File: src/rtl/ft_wr_sched_if.sv
`default_nettype none
// +----------------------------------------------------------------+
// | ft_wr_sched_if : IQ/CPU FIFO read ports + FT600 write-side bus  |
// | Rev 1.0                                                         |
// +----------------------------------------------------------------+
interface ft_wr_sched_if #(
  parameter int FT_DATA_WIDTH = 32,
  parameter int IQ_PAIR_WIDTH = 24,
  parameter int LVL_WIDTH     = 10
);
  logic [IQ_PAIR_WIDTH-1:0] iq_data_i;
  logic                     iq_empty_i;
  logic [LVL_WIDTH-1:0]     iq_level_i;
  logic                     iq_re_o;
  logic [FT_DATA_WIDTH-1:0] cpu_data_i;
  logic                     cpu_empty_i;
  logic [LVL_WIDTH-1:0]     cpu_level_i;
  logic                     cpu_re_o;
  logic                     ft_rdy_o;
  logic [FT_DATA_WIDTH-1:0] ft_data_o;
  logic                     ft_last_o;
  logic                     ft_re_i;
  logic                     underrun_o;

  modport master (
    input  iq_data_i, iq_empty_i, iq_level_i,
    input  cpu_data_i, cpu_empty_i, cpu_level_i,
    input  ft_re_i,
    output iq_re_o, cpu_re_o, ft_rdy_o, ft_data_o, ft_last_o, underrun_o
  );

  modport slave (
    output iq_data_i, iq_empty_i, iq_level_i,
    output cpu_data_i, cpu_empty_i, cpu_level_i,
    output ft_re_i,
    input  iq_re_o, cpu_re_o, ft_rdy_o, ft_data_o, ft_last_o, underrun_o
  );
endinterface
`default_nettype wire

File: src/rtl/ft_wr_sched.sv
`default_nettype none
// +----------------------------------------------------------------+
// | ft_wr_sched : header+payload FT600 write burst scheduler        |
// | arbitrating the AFE IQ stream FIFO and the ECPU response FIFO.  |
// | Rev 1.0                                                         |
// +----------------------------------------------------------------+
module ft_wr_sched #(
  parameter int FT_DATA_WIDTH   = 32,
  parameter int IQ_PAIR_WIDTH   = 24,
  parameter int LVL_WIDTH       = 10,
  parameter int IQ_BURST        = 256,
  parameter int CPU_BURST_MAX   = 16,
  parameter int IQ_FLUSH_CYCLES = 4096
) (
  input  wire logic  clk,
  input  wire logic  reset,
  ft_wr_sched_if.master bus
);

  localparam int              TMR_W      = (IQ_FLUSH_CYCLES > 1) ? $clog2(IQ_FLUSH_CYCLES) : 1;
  localparam int              IQ_HALF    = IQ_PAIR_WIDTH / 2;
  localparam logic [TMR_W-1:0] C_TMR_MAX = TMR_W'(IQ_FLUSH_CYCLES - 1);
  localparam logic [15:0]     C_IQ_BURST = 16'(IQ_BURST);
  localparam logic [15:0]     C_CPU_MAX  = 16'(CPU_BURST_MAX);
  localparam logic            C_SRC_IQ   = 1'b0;
  localparam logic            C_SRC_CPU  = 1'b1;

  typedef enum logic [1:0] {
    ST_IDLE    = 2'd0,
    ST_HDR     = 2'd1,
    ST_PAYLOAD = 2'd2
  } state_t;

  state_t             r_state;
  logic               r_src;
  logic               r_last_src;
  logic [15:0]        r_n;
  logic [15:0]        r_cnt;
  logic [TMR_W-1:0]   r_flush_tmr;
  logic               r_underrun;

  logic [LVL_WIDTH-1:0]     w_iq_lvl_raw;
  logic [LVL_WIDTH-1:0]     w_cpu_lvl_raw;
  logic [15:0]              w_iq_lvl;
  logic [15:0]              w_cpu_lvl;
  logic                     w_cpu_elig;
  logic                     w_iq_norm;
  logic                     w_iq_flush;
  logic                     w_iq_elig;
  logic                     w_grant;
  logic                     w_grant_src;
  logic [15:0]              w_grant_n;
  logic                     w_src_empty;
  logic [FT_DATA_WIDTH-1:0] w_iq_word;
  logic [FT_DATA_WIDTH-1:0] w_hdr_word;
  logic [FT_DATA_WIDTH-1:0] w_data;
  logic                     w_rdy;
  logic                     w_pop;

  assign w_iq_lvl_raw  = bus.iq_level_i;
  assign w_cpu_lvl_raw = bus.cpu_level_i;
  assign w_iq_lvl      = 16'(w_iq_lvl_raw);
  assign w_cpu_lvl     = 16'(w_cpu_lvl_raw);

  // Levels are a read-side lower bound, so N taken from them never overruns the FIFO.
  assign w_cpu_elig  = !bus.cpu_empty_i && (w_cpu_lvl != 16'd0);
  assign w_iq_norm   = (w_iq_lvl >= C_IQ_BURST);
  assign w_iq_flush  = (r_flush_tmr == C_TMR_MAX) && (w_iq_lvl != 16'd0) && !bus.iq_empty_i;
  assign w_iq_elig   = w_iq_norm || w_iq_flush;
  assign w_grant     = (r_state == ST_IDLE) && (w_cpu_elig || w_iq_elig);
  assign w_grant_src = (w_cpu_elig && w_iq_elig) ? ~r_last_src
                                                 : (w_cpu_elig ? C_SRC_CPU : C_SRC_IQ);

  always_comb begin
    w_grant_n = 16'd0;
    if (w_grant_src == C_SRC_CPU) begin
      w_grant_n = (w_cpu_lvl > C_CPU_MAX) ? C_CPU_MAX : w_cpu_lvl;
    end else begin
      w_grant_n = w_iq_norm ? C_IQ_BURST : w_iq_lvl;
    end
  end

  assign w_src_empty = (r_src == C_SRC_CPU) ? bus.cpu_empty_i : bus.iq_empty_i;
  assign w_iq_word   = {4'h0, bus.iq_data_i[IQ_PAIR_WIDTH-1:IQ_HALF],
                        4'h0, bus.iq_data_i[IQ_HALF-1:0]};
  assign w_hdr_word  = {4'hA, r_src, 11'b0, r_n};

  // Outputs are forced quiet during reset so an abandoned burst cannot pop another word.
  always_comb begin
    w_rdy  = 1'b0;
    w_data = '0;
    if (!reset) begin
      unique case (r_state)
        ST_HDR: begin
          w_rdy  = 1'b1;
          w_data = w_hdr_word;
        end
        ST_PAYLOAD: begin
          w_rdy  = !w_src_empty;
          if (!w_src_empty) begin
            w_data = (r_src == C_SRC_CPU) ? bus.cpu_data_i : w_iq_word;
          end
        end
        default: begin
          w_rdy  = 1'b0;
          w_data = '0;
        end
      endcase
    end
  end

  assign w_pop = (r_state == ST_PAYLOAD) && w_rdy && bus.ft_re_i;

  assign bus.ft_rdy_o   = w_rdy;
  assign bus.ft_data_o  = w_data;
  assign bus.ft_last_o  = (r_state == ST_PAYLOAD) && (r_cnt == 16'd1) && w_rdy;
  assign bus.iq_re_o    = w_pop && (r_src == C_SRC_IQ);
  assign bus.cpu_re_o   = w_pop && (r_src == C_SRC_CPU);
  assign bus.underrun_o = r_underrun;

  always_ff @(posedge clk) begin
    if (reset) begin
      r_state     <= ST_IDLE;
      r_src       <= C_SRC_IQ;
      r_last_src  <= C_SRC_IQ;
      r_n         <= 16'd0;
      r_cnt       <= 16'd0;
      r_flush_tmr <= '0;
      r_underrun  <= 1'b0;
    end else begin
      unique case (r_state)
        ST_IDLE: begin
          if (w_grant) begin
            r_state    <= ST_HDR;
            r_src      <= w_grant_src;
            r_last_src <= w_grant_src;
            r_n        <= w_grant_n;
          end
        end
        ST_HDR: begin
          if (bus.ft_re_i) begin
            r_state <= ST_PAYLOAD;
            r_cnt   <= r_n;
          end
        end
        ST_PAYLOAD: begin
          if (w_src_empty) begin
            r_underrun <= 1'b1;
          end
          if (w_pop) begin
            r_cnt <= r_cnt - 16'd1;
            if (r_cnt == 16'd1) begin
              r_state <= ST_IDLE;
            end
          end
        end
        default: r_state <= ST_IDLE;
      endcase

      // Flush timer only ages while IQ data sits below a full burst with nothing draining it.
      if (bus.iq_empty_i || (w_grant && (w_grant_src == C_SRC_IQ))) begin
        r_flush_tmr <= '0;
      end else if ((r_state == ST_IDLE) && !w_iq_norm && (r_flush_tmr != C_TMR_MAX)) begin
        r_flush_tmr <= r_flush_tmr + 1'b1;
      end
    end
  end

endmodule
`default_nettype wire

File: src/flat_wrapper.sv
// flat-port wrapper written by rule: the top's interface ports become plain ports
module ft_wr_sched_flat 
#(
  parameter int FT_DATA_WIDTH   = 32,
  parameter int IQ_PAIR_WIDTH   = 24,
  parameter int LVL_WIDTH       = 10,
  parameter int IQ_BURST        = 256,
  parameter int CPU_BURST_MAX   = 16,
  parameter int IQ_FLUSH_CYCLES = 4096
)
  (clk, reset, bus_iq_data_i, bus_iq_empty_i, bus_iq_level_i, bus_cpu_data_i, bus_cpu_empty_i, bus_cpu_level_i, bus_ft_re_i, bus_iq_re_o, bus_cpu_re_o, bus_ft_rdy_o, bus_ft_data_o, bus_ft_last_o, bus_underrun_o);
  ft_wr_sched_if #(.FT_DATA_WIDTH(FT_DATA_WIDTH), .IQ_PAIR_WIDTH(IQ_PAIR_WIDTH), .LVL_WIDTH(LVL_WIDTH)) bus_i ();
  input  wire logic clk;
  input  wire logic reset;
  input wire logic [$bits(bus_i.iq_data_i)-1:0] bus_iq_data_i;
  input wire logic [$bits(bus_i.iq_empty_i)-1:0] bus_iq_empty_i;
  input wire logic [$bits(bus_i.iq_level_i)-1:0] bus_iq_level_i;
  input wire logic [$bits(bus_i.cpu_data_i)-1:0] bus_cpu_data_i;
  input wire logic [$bits(bus_i.cpu_empty_i)-1:0] bus_cpu_empty_i;
  input wire logic [$bits(bus_i.cpu_level_i)-1:0] bus_cpu_level_i;
  input wire logic [$bits(bus_i.ft_re_i)-1:0] bus_ft_re_i;
  output wire logic [$bits(bus_i.iq_re_o)-1:0] bus_iq_re_o;
  output wire logic [$bits(bus_i.cpu_re_o)-1:0] bus_cpu_re_o;
  output wire logic [$bits(bus_i.ft_rdy_o)-1:0] bus_ft_rdy_o;
  output wire logic [$bits(bus_i.ft_data_o)-1:0] bus_ft_data_o;
  output wire logic [$bits(bus_i.ft_last_o)-1:0] bus_ft_last_o;
  output wire logic [$bits(bus_i.underrun_o)-1:0] bus_underrun_o;
  assign bus_i.iq_data_i = bus_iq_data_i;
  assign bus_i.iq_empty_i = bus_iq_empty_i;
  assign bus_i.iq_level_i = bus_iq_level_i;
  assign bus_i.cpu_data_i = bus_cpu_data_i;
  assign bus_i.cpu_empty_i = bus_cpu_empty_i;
  assign bus_i.cpu_level_i = bus_cpu_level_i;
  assign bus_i.ft_re_i = bus_ft_re_i;
  assign bus_iq_re_o = bus_i.iq_re_o;
  assign bus_cpu_re_o = bus_i.cpu_re_o;
  assign bus_ft_rdy_o = bus_i.ft_rdy_o;
  assign bus_ft_data_o = bus_i.ft_data_o;
  assign bus_ft_last_o = bus_i.ft_last_o;
  assign bus_underrun_o = bus_i.underrun_o;
  ft_wr_sched #(.FT_DATA_WIDTH(FT_DATA_WIDTH), .IQ_PAIR_WIDTH(IQ_PAIR_WIDTH), .LVL_WIDTH(LVL_WIDTH), .IQ_BURST(IQ_BURST), .CPU_BURST_MAX(CPU_BURST_MAX), .IQ_FLUSH_CYCLES(IQ_FLUSH_CYCLES)) u_core (.clk(clk), .reset(reset), .bus(bus_i));
endmodule
File: config.mk
export PLATFORM = sky130hd
export DESIGN_NAME = ft_wr_sched_flat
export DESIGN_NICKNAME = d
export VERILOG_FILES = /design/src/rtl/ft_wr_sched_if.sv /design/src/rtl/ft_wr_sched.sv /design/src/flat_wrapper.sv
export SDC_FILE = /design/constraint.sdc
export NUM_CORES = 1
export LEC_CHECK = 0
export ABC_AREA = 1
export BUFFER_PORTS_ARGS = -buffer_cell sky130_fd_sc_hd__clkbuf_2
export CAP_MARGIN = 10
export CORE_MARGIN = 3
export CORE_UTILIZATION = 35
export CTS_CLUSTER_SIZE = 8
export DETAILED_ROUTE_END_ITERATION = 12
export SYNTH_ARGS = -nofsm -noshare
export SYNTH_HDL_FRONTEND = slang
export SYNTH_SLANG_ARGS = --single-unit
File: constraint.sdc
create_clock -name clk -period 2.2 [get_ports clk]
set_clock_uncertainty 0.15 [all_clocks]
set_input_delay 0.66 -clock clk [delete_from_list [all_inputs] [get_ports clk]]
set_output_delay 0.66 -clock clk [all_outputs]
set_load 0.03 [all_outputs]
* Yosys cells after proc, flatten, opt, wreduce, memory -nomap -nowiden
Index checks and enable logic that the tools add are counted.
** Storage, ports and cells
- Word-level logic and storage cells :: 71
- Flip-flop bits (word level) :: 48
- Input bits :: 81
** Operators by class
- Mux-type cells :: 20
- Bitwise operators :: 2
- $add $sub $neg :: 2
- Eq/ne operators :: 9
- Reduce and logical (&&, ||, !) cells :: 30
- Magnitude comparators :: 2
** Operators by type and width (number)
- 2-to-1 mux 32 bit :: 3
- case mux 32 bit (2 select lines) :: 1
- 2-to-1 mux 16 bit :: 2
- case mux 16 bit (2 select lines) :: 1
- nonzero test 16 bit :: 2
- 2-to-1 mux 10 bit :: 3
- == test 16 x 1 -> 1 bit (second input constant) :: 1
- subtractor 16 x 1 -> 16 bit (second input constant) :: 1
- logical AND 1 bit :: 14
- adder 12 x 1 -> 12 bit (second input constant) :: 1
- == test 12 bit (second input constant) :: 1
- inequality test 12 bit (second input constant) :: 1
- >= comparator 10 x 9 -> 1 bit (second input constant) :: 1
- greater-than comparator 10 x 5 -> 1 bit (second input constant) :: 1
- 2-to-1 mux 2 bit :: 4
- case mux 2 bit (3 select lines) :: 1
- logical NOT 1 bit :: 4
- 2-to-1 mux 1 bit :: 4
- inequality test 2 x 1 -> 1 bit (second input constant) :: 2
- inequality test 2 bit (second input constant) :: 2
- AND reduction 2 bit :: 2
- AND reduction 4 bit :: 1
- logical OR 1 bit :: 3
- AND reduction 3 bit :: 1
- 7 further kinds :: 8

* Longest topological paths before layout
Gate-level depths: netlist of the first run.
- Depth in word-level cells :: 10
- Gate-level depth with buffers :: 13

* Worst setup path before layout of the first run
No wires, ideal clock.
- Kind :: input to output
- From :: input reset
- To :: output bus_ft_last_o
- Setup slack :: -1.034 ns
- Stages on the path :: 6
- Arrival :: 2.424 ns
- Data required time :: 1.390 ns
- Cell sequence :: buf_2 > nor2_2 > nand2_1 > nand2_1 > nand2_1 > nor4_1
** On the way
- Word-level cells in the longest chain between the ends :: 2
** Ends and longest elaborated chain
- start, declared :: RTL line flat_wrapper.sv:14 : input wire logic reset;
- 2-to-1 mux 1 bit :: RTL line ft_wr_sched.sv:92 : if (!reset) begin
- named net bus_ft_rdy_o :: RTL line flat_wrapper.sv:24 : output wire logic [$bits(bus_i.ft_rdy_o)-1:0] bus_ft_rdy_o;
- logical AND 1 bit :: RTL line ft_wr_sched.sv:116 : assign bus.ft_last_o = (r_state == ST_PAYLOAD) && (r_cnt == 16'd1) && w_rdy;
- end, declared :: RTL line flat_wrapper.sv:26 : output wire logic [$bits(bus_i.ft_last_o)-1:0] bus_ft_last_o;
The timed path passes the listed nets, and every way through them passes these cells.

* Final worst setup path of the first run
- From :: register u_core.r_state[0]
- To :: output bus_ft_data_o[30]
** On the way
- Word-level cells in the longest chain between the ends :: 3
** Ends and longest elaborated chain
- start, declared :: RTL line ft_wr_sched.sv:34 : state_t r_state;
- start signal, assigned :: RTL line ft_wr_sched.sv:123 : r_state <= ST_IDLE;
- start signal, assigned :: RTL line ft_wr_sched.sv:134 : r_state <= ST_HDR;
- start signal, assigned :: RTL line ft_wr_sched.sv:142 : r_state <= ST_PAYLOAD;
- == test 2 bit or == test 2 x 1 -> 1 bit (tied branches) :: RTL line ft_wr_sched.sv:93 : unique case (r_state)
- case mux 32 bit (2 select lines) * :: RTL line ft_wr_sched.sv:93
- 2-to-1 mux 32 bit * :: RTL line ft_wr_sched.sv:92
- end, declared :: RTL line flat_wrapper.sv:25 : output wire logic [$bits(bus_i.ft_data_o)-1:0] bus_ft_data_o;
Every way passes the cells marked *; elsewhere a longest branch is shown, timed or not.

==> impl_metrics.yaml, run 1 <==
setup_path:
  required_ps: 1390
  crit_fanout: 6
  critPathKind: "flop to output pin"
  crit_path_start_kind: "flop"
  r2r_setup_slack_ps: 10
  endpoint_kind: "output pin"
  timing.critical_path.arrival_ps: 1860
placed_design:
  place_area_mm2: 0.00440
  numPortBuffers: 117
  place_congestion: 0.872
  hpwl_mm: 7.63
  place_ws_ps: -453
timing:
  timing_hold_violations_final: 0
  worst_pin_slew_ps: 396
  whs_ps: 321
  worst_slew_margin_rel: 0.733
  fmax_ghz: 0.375
  drv_slew: 0
  rsz0062_at_grt: "yes"
  period_share: 1.21
  setup_ws_ps: -466
  fin_crit_ps: 2670
  setup_violations: 36
global_route:
  grt.overflow.total: 0
  grt_busiest_layer: "met2"
  grt_max_degree: 28
  met1_usage: 0.261
  antenna_found_initial: 0
  use_met3: 0.0275
  grt_pass1_vias: 3701
  globalRouteTotalUtil: 0.199
  grt_pass1_wl_mm: 16.9
  grt_util_met2: 0.341
outcome:
  violations: "setup timing"
  status: "finished, violations left"
route:
  remaining_drc_errors: 0
  vias: 3993
  via_per_inst: 4.86
  wl_per_cell_um: 13.6
  drtPass1Iterations: 4
  final_antenna_net_count: 0
  postRouteWirelength_mm: 11.2
  drtIter0Drc: 170
synthesis:
  avgSynthCellArea_um2: 5.77
  syn_nets: 641
  ys_seq_elements: 42
  synth.cell_area_mm2: 0.00319
  ys_types: 33
  netlist_instances: 552
  synth-warning-count: 0
  ys_seq_area_frac: 0.264
finish:
  n_antenna_cell: 0
  drive_gt1_frac: 0.376
  nets: 801
  final_area_mm2: 0.00546
  syn_to_final_growth_pct: 71.2
power_and_ir_drop:
  pwr_density_cell_mw_per_mm2: 888
  ir_worst_vdd_mv: 0.439
  p_leak_nw: 2.45
die:
  start_util: 0.364
  ios: 118
  rows: 34
  die_width_um: 101
  die-area_mm2: 0.0103
  die_y_um: 101
  coreArea_mm2: 0.00876
flow_run:
  cap_violations: 0
clock_network:
  clock_latency_ps: 300
  cts_root_buffer: "clkbuf_8"
  cts_tree: "yes"
  cts_htree_levels: 2
  cts_buffers: 5
  cts.clk_slew.worst_paths_ps: 90
  clock_path_buffers: 2
  cts.sinks: 42
worst_hold_path:
  hold_class: "flop to flop"
-- cell usage after synthesis --
library cell	instances	area [um^2]
o21ai_2	1	8.76
nand2_1	164	616
nor2_1	98	368
inv_2	4	15.0
buf_6	2	22.5
nor3b_1	1	7.51
a21oi_1	63	315
a21oi_2	1	8.76
o211ai_1	1	7.51
mux2i_1	1	10.0
xor2_1	16	140
nor3_1	8	40.0
nor2_2	1	6.26
o21bai_1	1	7.51
o22ai_1	1	6.26
nor2_4	1	11.3
dfxtp_1	42	841
nor4_1	1	6.26
inv_1	59	221
xnor2_1	2	17.5
clkinv_1	2	7.51
o21ai_0	15	75.1
nand2_4	2	22.5
buf_4	3	22.5
nand4_1	4	25.0
buf_2	1	5.00
clkbuf_1	11	41.3
nand3b_1	1	7.51
nand3_2	2	20.0
nand2_2	5	31.3
ha_1	8	100
a31oi_1	1	6.26
nand3_1	29	145
-- path summary, 6_finish.rpt --
check / from / end / depth (start not counted)
worst max-delay path: u_core.r_state[0] / bus_ft_data_o[30] / 9
worst min-delay path: u_core.r_cnt[14] / u_core.r_cnt[14] / 2
worst max register to register: u_core.r_state[1] / u_core.r_state[1] / 14
worst min register to register: u_core.r_cnt[14] / u_core.r_cnt[14] / 2
-- worst max-delay path: stages (launching register included) --
cell	delay [ps]
dfxtp_2	350
inv_2	50
ha_4	250
inv_2	30
nor2_4	150
buf_6	130
buf_6	100
nand2_8	80
nor3b_4	220
clkbuf_8	190
-- per-layer routing --
layer | vias up | wire, um
met5 | - | 0
met4 | 0 | 266
met2 | 116 | 5610
li1 | 2051 | -
met1 | 1801 | 4920
met3 | 25 | 399
-- power by group --
group | switching, W | internal [W]
clock | 0.000276 | 0.000334
sequential | 0.000138 | 0.000887
combinational | 0.00187 | 0.00133
total | 0.00229 | 0.00255
-- kinds of logic (layout without fill, tap and decap cells) --
logic type,count (synthesis),in the layout,synth area share
AOI/OAI and AO/OA,84,84,0.137
xor gates and xnor gates,18,18,0.0495
adders and majority gates,8,8,0.0314
buffers and inverters,82,243,0.105
DFF,42,42,0.264
muxes,1,1,0.00314
and+or+nand+nor,317,317,0.410
-- cell usage in the layout, fill, tap and decap left out, drive strengths merged, types with 2 or more instances in the layout --
| master | count |
|---|---|
| xnor2 | 2 |
| nor3 | 8 |
| nand4 | 4 |
| clkinv | 2 |
| nand2 | 171 |
| clkbuf | 88 |
| nand3 | 31 |
| nor2 | 100 |
| o21ai | 16 |
| xor2 | 16 |
| a21oi | 64 |
| ha | 8 |
| buf | 87 |
| inv | 64 |
| dfxtp | 42 |
-- sequential cells by signal, indices dropped and copies added (netlist names) --
signal                 count
u_core.bus.underrun_o      1
u_core.r_n                10
u_core.r_cnt              16
u_core.r_flush_tmr        12
u_core.r_src               1
u_core.r_state             2
-- layout make-up --
class,count,area [um^2]
multi-input cells,428,2590
clock inverters,3,40.0
inverters,65,263
repair buffers,170,1510
clock buffers,5,68.8
flip-flops and latches,42,845
well taps,108,135
fillers,753,3310
-- metrics by stage --
| stage | instances | power, W | util | TNS (ps) |
|---|---|---|---|---|
| 2_1_floorplan | 552 | 0.00273 | - | -8590 |
| 3_3_place_gp | 801 | 0.00357 | 0.502 | -16250 |
| 3_5_place_dp | 801 | 0.00359 | 0.502 | -16740 |
| 4_1_cts | 812 | 0.00452 | 0.583 | -12950 |
| 5_1_grt | 821 | 0.00524 | 0.623 | -16300 |
| 6_report | 821 | 0.00484 | 0.623 | -13730 |
-- repair_timing --
action / CTS / global route
gates resized for setup: 133 / 74
hold buffers: 0 / 0
buffers inserted: 3 / 8
setup endpoints to repair: 51 / 53
cloned: 1 / 1
pin swaps: 13 / 14
No activity file was read; power rests on OpenSTA's default activity.
==> inputs of run 2 (changes only) <==
- REMOVE_ABC_BUFFERS: not set -> 1
- SETUP_SLACK_MARGIN: not set -> 0.5
==> impl_metrics.yaml, run 2 (same netlist as run 1, synthesis figures left out) <==
timing:
  period_share: 1.19
  worst_slew_margin_rel: 0.741
  rsz0062_at_grt: "yes"
  timing.setup.tns_ps: -12120
  timing_hold_violations_final: 0
  fmax_ghz: 0.383
  setup_ws_ps: -408
  worst_pin_slew_ps: 385
  fin_crit_ps: 2610
  setup_violations: 36
  drv_slew: 0
placed_design:
  place_congestion: 0.918
  numPortBuffers: 117
  place_ws_ps: -460
  hpwl_mm: 8.06
global_route:
  grt_max_degree: 28
  grt_pass1_wl_mm: 19.0
  globalRouteTotalUtil: 0.228
  grt.overflow.total: 0
  grt_pass1_vias: 4046
  antenna_found_initial: 0
finish:
  nets: 821
  top_register: "u_core.r_cnt"
  final_common_cell: "nand2_1"
  top_regs: "u_core.r_cnt x16, u_core.r_flush_tmr x12, u_core.r_n x10"
  mostFrequentLayoutCells: "nand2_1, clkbuf_2, nor2_1"
  utilization: 0.661
  largest_reg_flops: 16
  drive_gt1_frac: 0.510
  syn_to_final_growth_pct: 81.9
  filler_cell_count: 716
  n_antenna_cell: 0
die:
  coreArea_mm2: 0.00876
  rows: 34
  ios: 118
  die_y_um: 101
  die-area_mm2: 0.0103
  start_util: 0.364
  die_width_um: 101
setup_path:
  path_cells: "inv_4, ha_4, inv_2, nor2_4, nand2_2, nand2_2, nand2_1, nor4_2, buf_4"
  critPathKind: "flop to output pin"
  required_ps: 1390
  r2r-end: "u_core.r_cnt[11]"
  reg2reg_from: "u_core.r_state[0]"
  crit_fanout: 4
  crit_top_cell: "nand2_2"
  crit_path_start_kind: "flop"
  max_stage_delay_ps: 360
  r2r_cells: 13
  timing.critical_path.arrival_ps: 1800
  cpMaxStageDelayCell: "dfxtp_2"
  endpoint_kind: "output pin"
  cp_top_family: "simple AND/OR/NAND/NOR gates"
  r2r_setup_slack_ps: 80
  crit_buf_inv: 3
route:
  remaining_drc_errors: 0
  drtIter0Drc: 168
  via_per_inst: 5.05
  drtPass1Iterations: 4
  wl_per_cell_um: 15.3
  vias: 4250
  final_antenna_net_count: 0
  postRouteWirelength_mm: 12.8
flow_run:
  cap_violations: 0
worst_hold_path:
  holdPathEnd: "u_core.r_n[8]"
  min_path_cells: 2
  worstHoldStart: "u_core.r_n[8]"
  hold_class: "flop to flop"
clock_network:
  cts_tree: "yes"
  cts_root_buffer: "clkbuf_8"
  clock_path_buffers: 2
  cts_htree_levels: 2
  cts.sinks: 42
  cts.clk_slew.worst_paths_ps: 90
  clock_latency_ps: 300
  cts_buffers: 5
  ctsHoldBuffers: 0
outcome:
  violations: "setup timing"
  status: "finished, violations left"
power_and_ir_drop:
  p_leak_nw: 2.55
  pwr_density_cell_mw_per_mm2: 888
  ir_worst_vdd_mv: 0.346
run 2: cell types whose count changed in the layout (fill, tap and decap cells not counted), sizes merged:
cell,previous run,this run
nand3,31,32
clkbuf,88,109
buf,87,85
bufinv,1,0
inv,64,65
run 2: worst reg2reg max path: stages (launching register included):
cell     delay, ps
dfxtp_2        360
inv_4           60
ha_4           260
inv_2           40
nor2_4         160
nand2_2         90
buf_4          140
buf_6          120
nand3_2         90
nand2_4         80
a21oi_4        150
buf_6          150
nand2_1         80
a21oi_2        120
run 2: what timing repair did:
action | 4_1_cts | 5_1_grt
buffers inserted | 17 | 9
resized for setup | 219 | 126
endpoints found under the setup margin | 77 | 78
pin swaps | 36 | 38
gates cloned | 2 | 1
endpoints found under the hold margin | 0 | 0
run 2: cell type report:
| type | count | area (um^2) | share of cell area |
|---|---|---|---|
| well taps | 108 | 135 | 0.0233 |
| flip-flops and latches | 42 | 852 | 0.147 |
| multi-input cells | 429 | 2850 | 0.493 |
| repair buffers | 189 | 1590 | 0.275 |
| clock buffers | 5 | 68.8 | 0.0119 |
| clock inverters | 3 | 25.0 | 0.00432 |
| inverters | 65 | 265 | 0.0458 |
run 2: where the power goes:
| part | internal (W) | switching, W | total [W] |
|---|---|---|---|
| registers | 0.000887 | 0.000131 | 0.00102 |
| logic | 0.00150 | 0.00210 | 0.00360 |
| clock network | 0.000229 | 0.000297 | 0.000527 |
run 2: per-stage QoR:
step	std cells	instance area, um^2	total power, W	hold WS [ps]
after global routing	841	5790	0.00552	340
after detailed placement	804	4170	0.00345	304
after CTS	831	5250	0.00456	318
after floorplan	535	3090	0.00250	285
after global placement	804	4170	0.00343	300
final	841	5790	0.00514	322
run 2: per-layer routing:
| metal | vias to the layer above | global-route usage | share of wire |
|---|---|---|---|
| met4 | 0 | 0.0654 | 0.031 |
| met5 | - | 0 | 0 |
| met1 | 2005 | 0.279 | 0.40 |
| met2 | 115 | 0.409 | 0.53 |
| met3 | 32 | 0.0399 | 0.041 |
| li1 | 2098 | - | - |
run 2: worst max path at each step:
stage | from | endpoint | slack, ps | cells past startpoint
after detailed placement | bus_iq_empty_i | bus_ft_data_o[9] | -460 | 10
after global routing | u_core.r_state[0] | bus_ft_last_o | -540 | 9
after CTS | u_core.r_state[0] | bus_ft_last_o | -430 | 9
after floorplan | u_core.r_state[0] | bus_ft_last_o | -1280 | 8
final | u_core.r_state[0] | bus_ft_last_o | -410 | 9
after global placement | bus_iq_empty_i | bus_ft_data_o[1] | -430 | 10
==> inputs of run 3 (changes only) <==
- BUFFER_PORTS_ARGS: -buffer_cell sky130_fd_sc_hd__clkbuf_2 -> not set
- DONT_BUFFER_PORTS: not set -> 1
- PLACE_DENSITY: not set -> 0.51
==> impl_metrics.yaml, run 3 (same netlist as run 1, synthesis figures left out) <==
route:
  via_per_inst: 5.10
  drtPass1Iterations: 5
  drtIter0Drc: 181
  postRouteWirelength_mm: 11.5
  vias: 3865
  final_antenna_net_count: 0
  wl_per_cell_um: 15.1
  remaining_drc_errors: 0
die:
  ios: 118
  coreArea_mm2: 0.00876
  die_y_um: 101
  rows: 34
  die_width_um: 101
  start_util: 0.364
  die-area_mm2: 0.0103
clock_network:
  cts.sinks: 42
  cts_htree_levels: 2
  clock_latency_ps: 300
  cts_root_buffer: "clkbuf_8"
  clock_path_buffers: 2
  cts_tree: "yes"
  cts_buffers: 5
  cts.clk_slew.worst_paths_ps: 90
finish:
  regArea_um2: 855
  filler_cell_count: 823
  top_regs: "u_core.r_cnt x16, u_core.r_flush_tmr x12, u_core.r_n x10"
  final_area_mm2: 0.00513
  n_antenna_cell: 0
  mostFrequentLayoutCells: "nand2_1, nor2_1, inv_1, buf_4, buf_6"
  top_register: "u_core.r_cnt"
  nets: 738
  final_common_cell: "nand2_1"
  syn_to_final_growth_pct: 60.9
  multi_input_area_mm2: 0.00272
  drive_gt1_frac: 0.391
  largest_reg_flops: 16
setup_path:
  endpoint_kind: "output pin"
  timing.critical_path.arrival_ps: 1820
  critPathKind: "flop to output pin"
  max_stage_delay_ps: 360
  cpMaxStageDelayCell: "dfxtp_2"
  required_ps: 1390
  crit_fanout: 4
  path_cells: "inv_4, ha_4, inv_2, nor2_4, buf_4, clkinv_2, buf_2, nor2_1, buf_4"
  crit_path_start_kind: "flop"
  crit_top_cell: "buf_4"
global_route:
  antenna_found_initial: 0
  grt.overflow.total: 0
  grt_max_degree: 29
  globalRouteTotalUtil: 0.204
  grt_pass1_vias: 3597
  grt_pass1_wl_mm: 17.0
flow_run:
  cap_violations: 0
timing:
  fmax_ghz: 0.380
  timing_hold_violations_final: 0
  worst_slew_margin_rel: 0.736
  worst_pin_slew_ps: 392
  period_share: 1.20
  setup_ws_ps: -432
  setup_violations: 53
  fin_crit_ps: 2630
  drv_slew: 0
  rsz0062_at_grt: "yes"
placed_design:
  numPortBuffers: 0
  place_congestion: 0.898
  hpwl_mm: 7.48
  place_area_mm2: 0.00376
outcome:
  violations: "setup timing"
  status: "finished, violations left"
power_and_ir_drop:
  p_total_w: 0.00508
  pwr_density_cell_mw_per_mm2: 991
  p_leak_nw: 2.22
  ir_worst_vdd_mv: 0.429
worst_hold_path:
  hold_class: "primary input to flop"
## run 3: changes by cell type in the layout (fill, tap and decap cells not counted), moves of 10 or more
cell and change:
nand2_2 -10, buf_6 +25, nor2_1 +14, nor2_4 -12, a21oi_2 -12, clkbuf_2 -79
clkbuf_8 -25, a21oi_1 +16
## run 3: layer usage
metal  vias up  track usage  share of wire
met5         -            0              0
met4         0       0.0511          0.012
met3        10       0.0303          0.051
met2       110        0.364           0.52
met1      1811        0.256           0.42
li1       1934            -              -
## run 3: area by class of cell
type / count / area share
Multi-Input combinational cell: 431 / 0.530
Timing Repair Buffer: 103 / 0.200
Sequential cell: 42 / 0.167
Inverter: 65 / 0.0544
Tap cell: 108 / 0.0264
Clock buffer: 5 / 0.0134
Clock inverter: 3 / 0.00854
Timing Repair inverter: 1 / 0.00122
## run 3: path summary, 6_finish.rpt
kind	startpoint	end	slack [ps]	depth (start not counted)
worst max-delay path	u_core.r_state[0]	bus_ft_data_o[2]	-430	9
worst min-delay path	reset	u_core.r_cnt[15]	260	1
worst max register to register	u_core.r_state[0]	u_core.r_cnt[3]	-200	15
worst min register to register	u_core.r_cnt[14]	u_core.r_cnt[14]	320	2
## run 3: stage by stage
step	instances	setup WS (ps)	TNS [ps]	hold WS [ps]	utilization
floorplan	535	-1280	-22650	285	-
global placement	711	-345	-8030	301	0.429
detailed placement	711	-410	-10100	303	0.429
CTS	740	-412	-12630	259	0.491
global route	758	-464	-18360	235	0.585
finish	758	-432	-14400	258	0.585
## run 3: what timing repair did
action                                  in CTS  in global routing
resized for setup                           73                163
cloned                                       4                  5
endpoints found under the setup margin      77                 77
hold buffers                                 0                  0
buffers inserted                            17                 13
pin swaps                                   26                 45
## run 3: report_power, final
group | switching, W | internal (W)
logic | 0.00201 | 0.00140
clock network | 0.000302 | 0.000341
registers | 0.000136 | 0.000887
## run 3: critical path, delay by kind of cell (launching register included)
| family | cells | cell delay (ps) |
|---|---|---|
| buffers and inverters | 6 | 630 |
| flip-flops | 1 | 360 |
| AND/OR/NAND/NOR | 2 | 280 |
| adder cells (fa/ha/maj) | 1 | 260 |
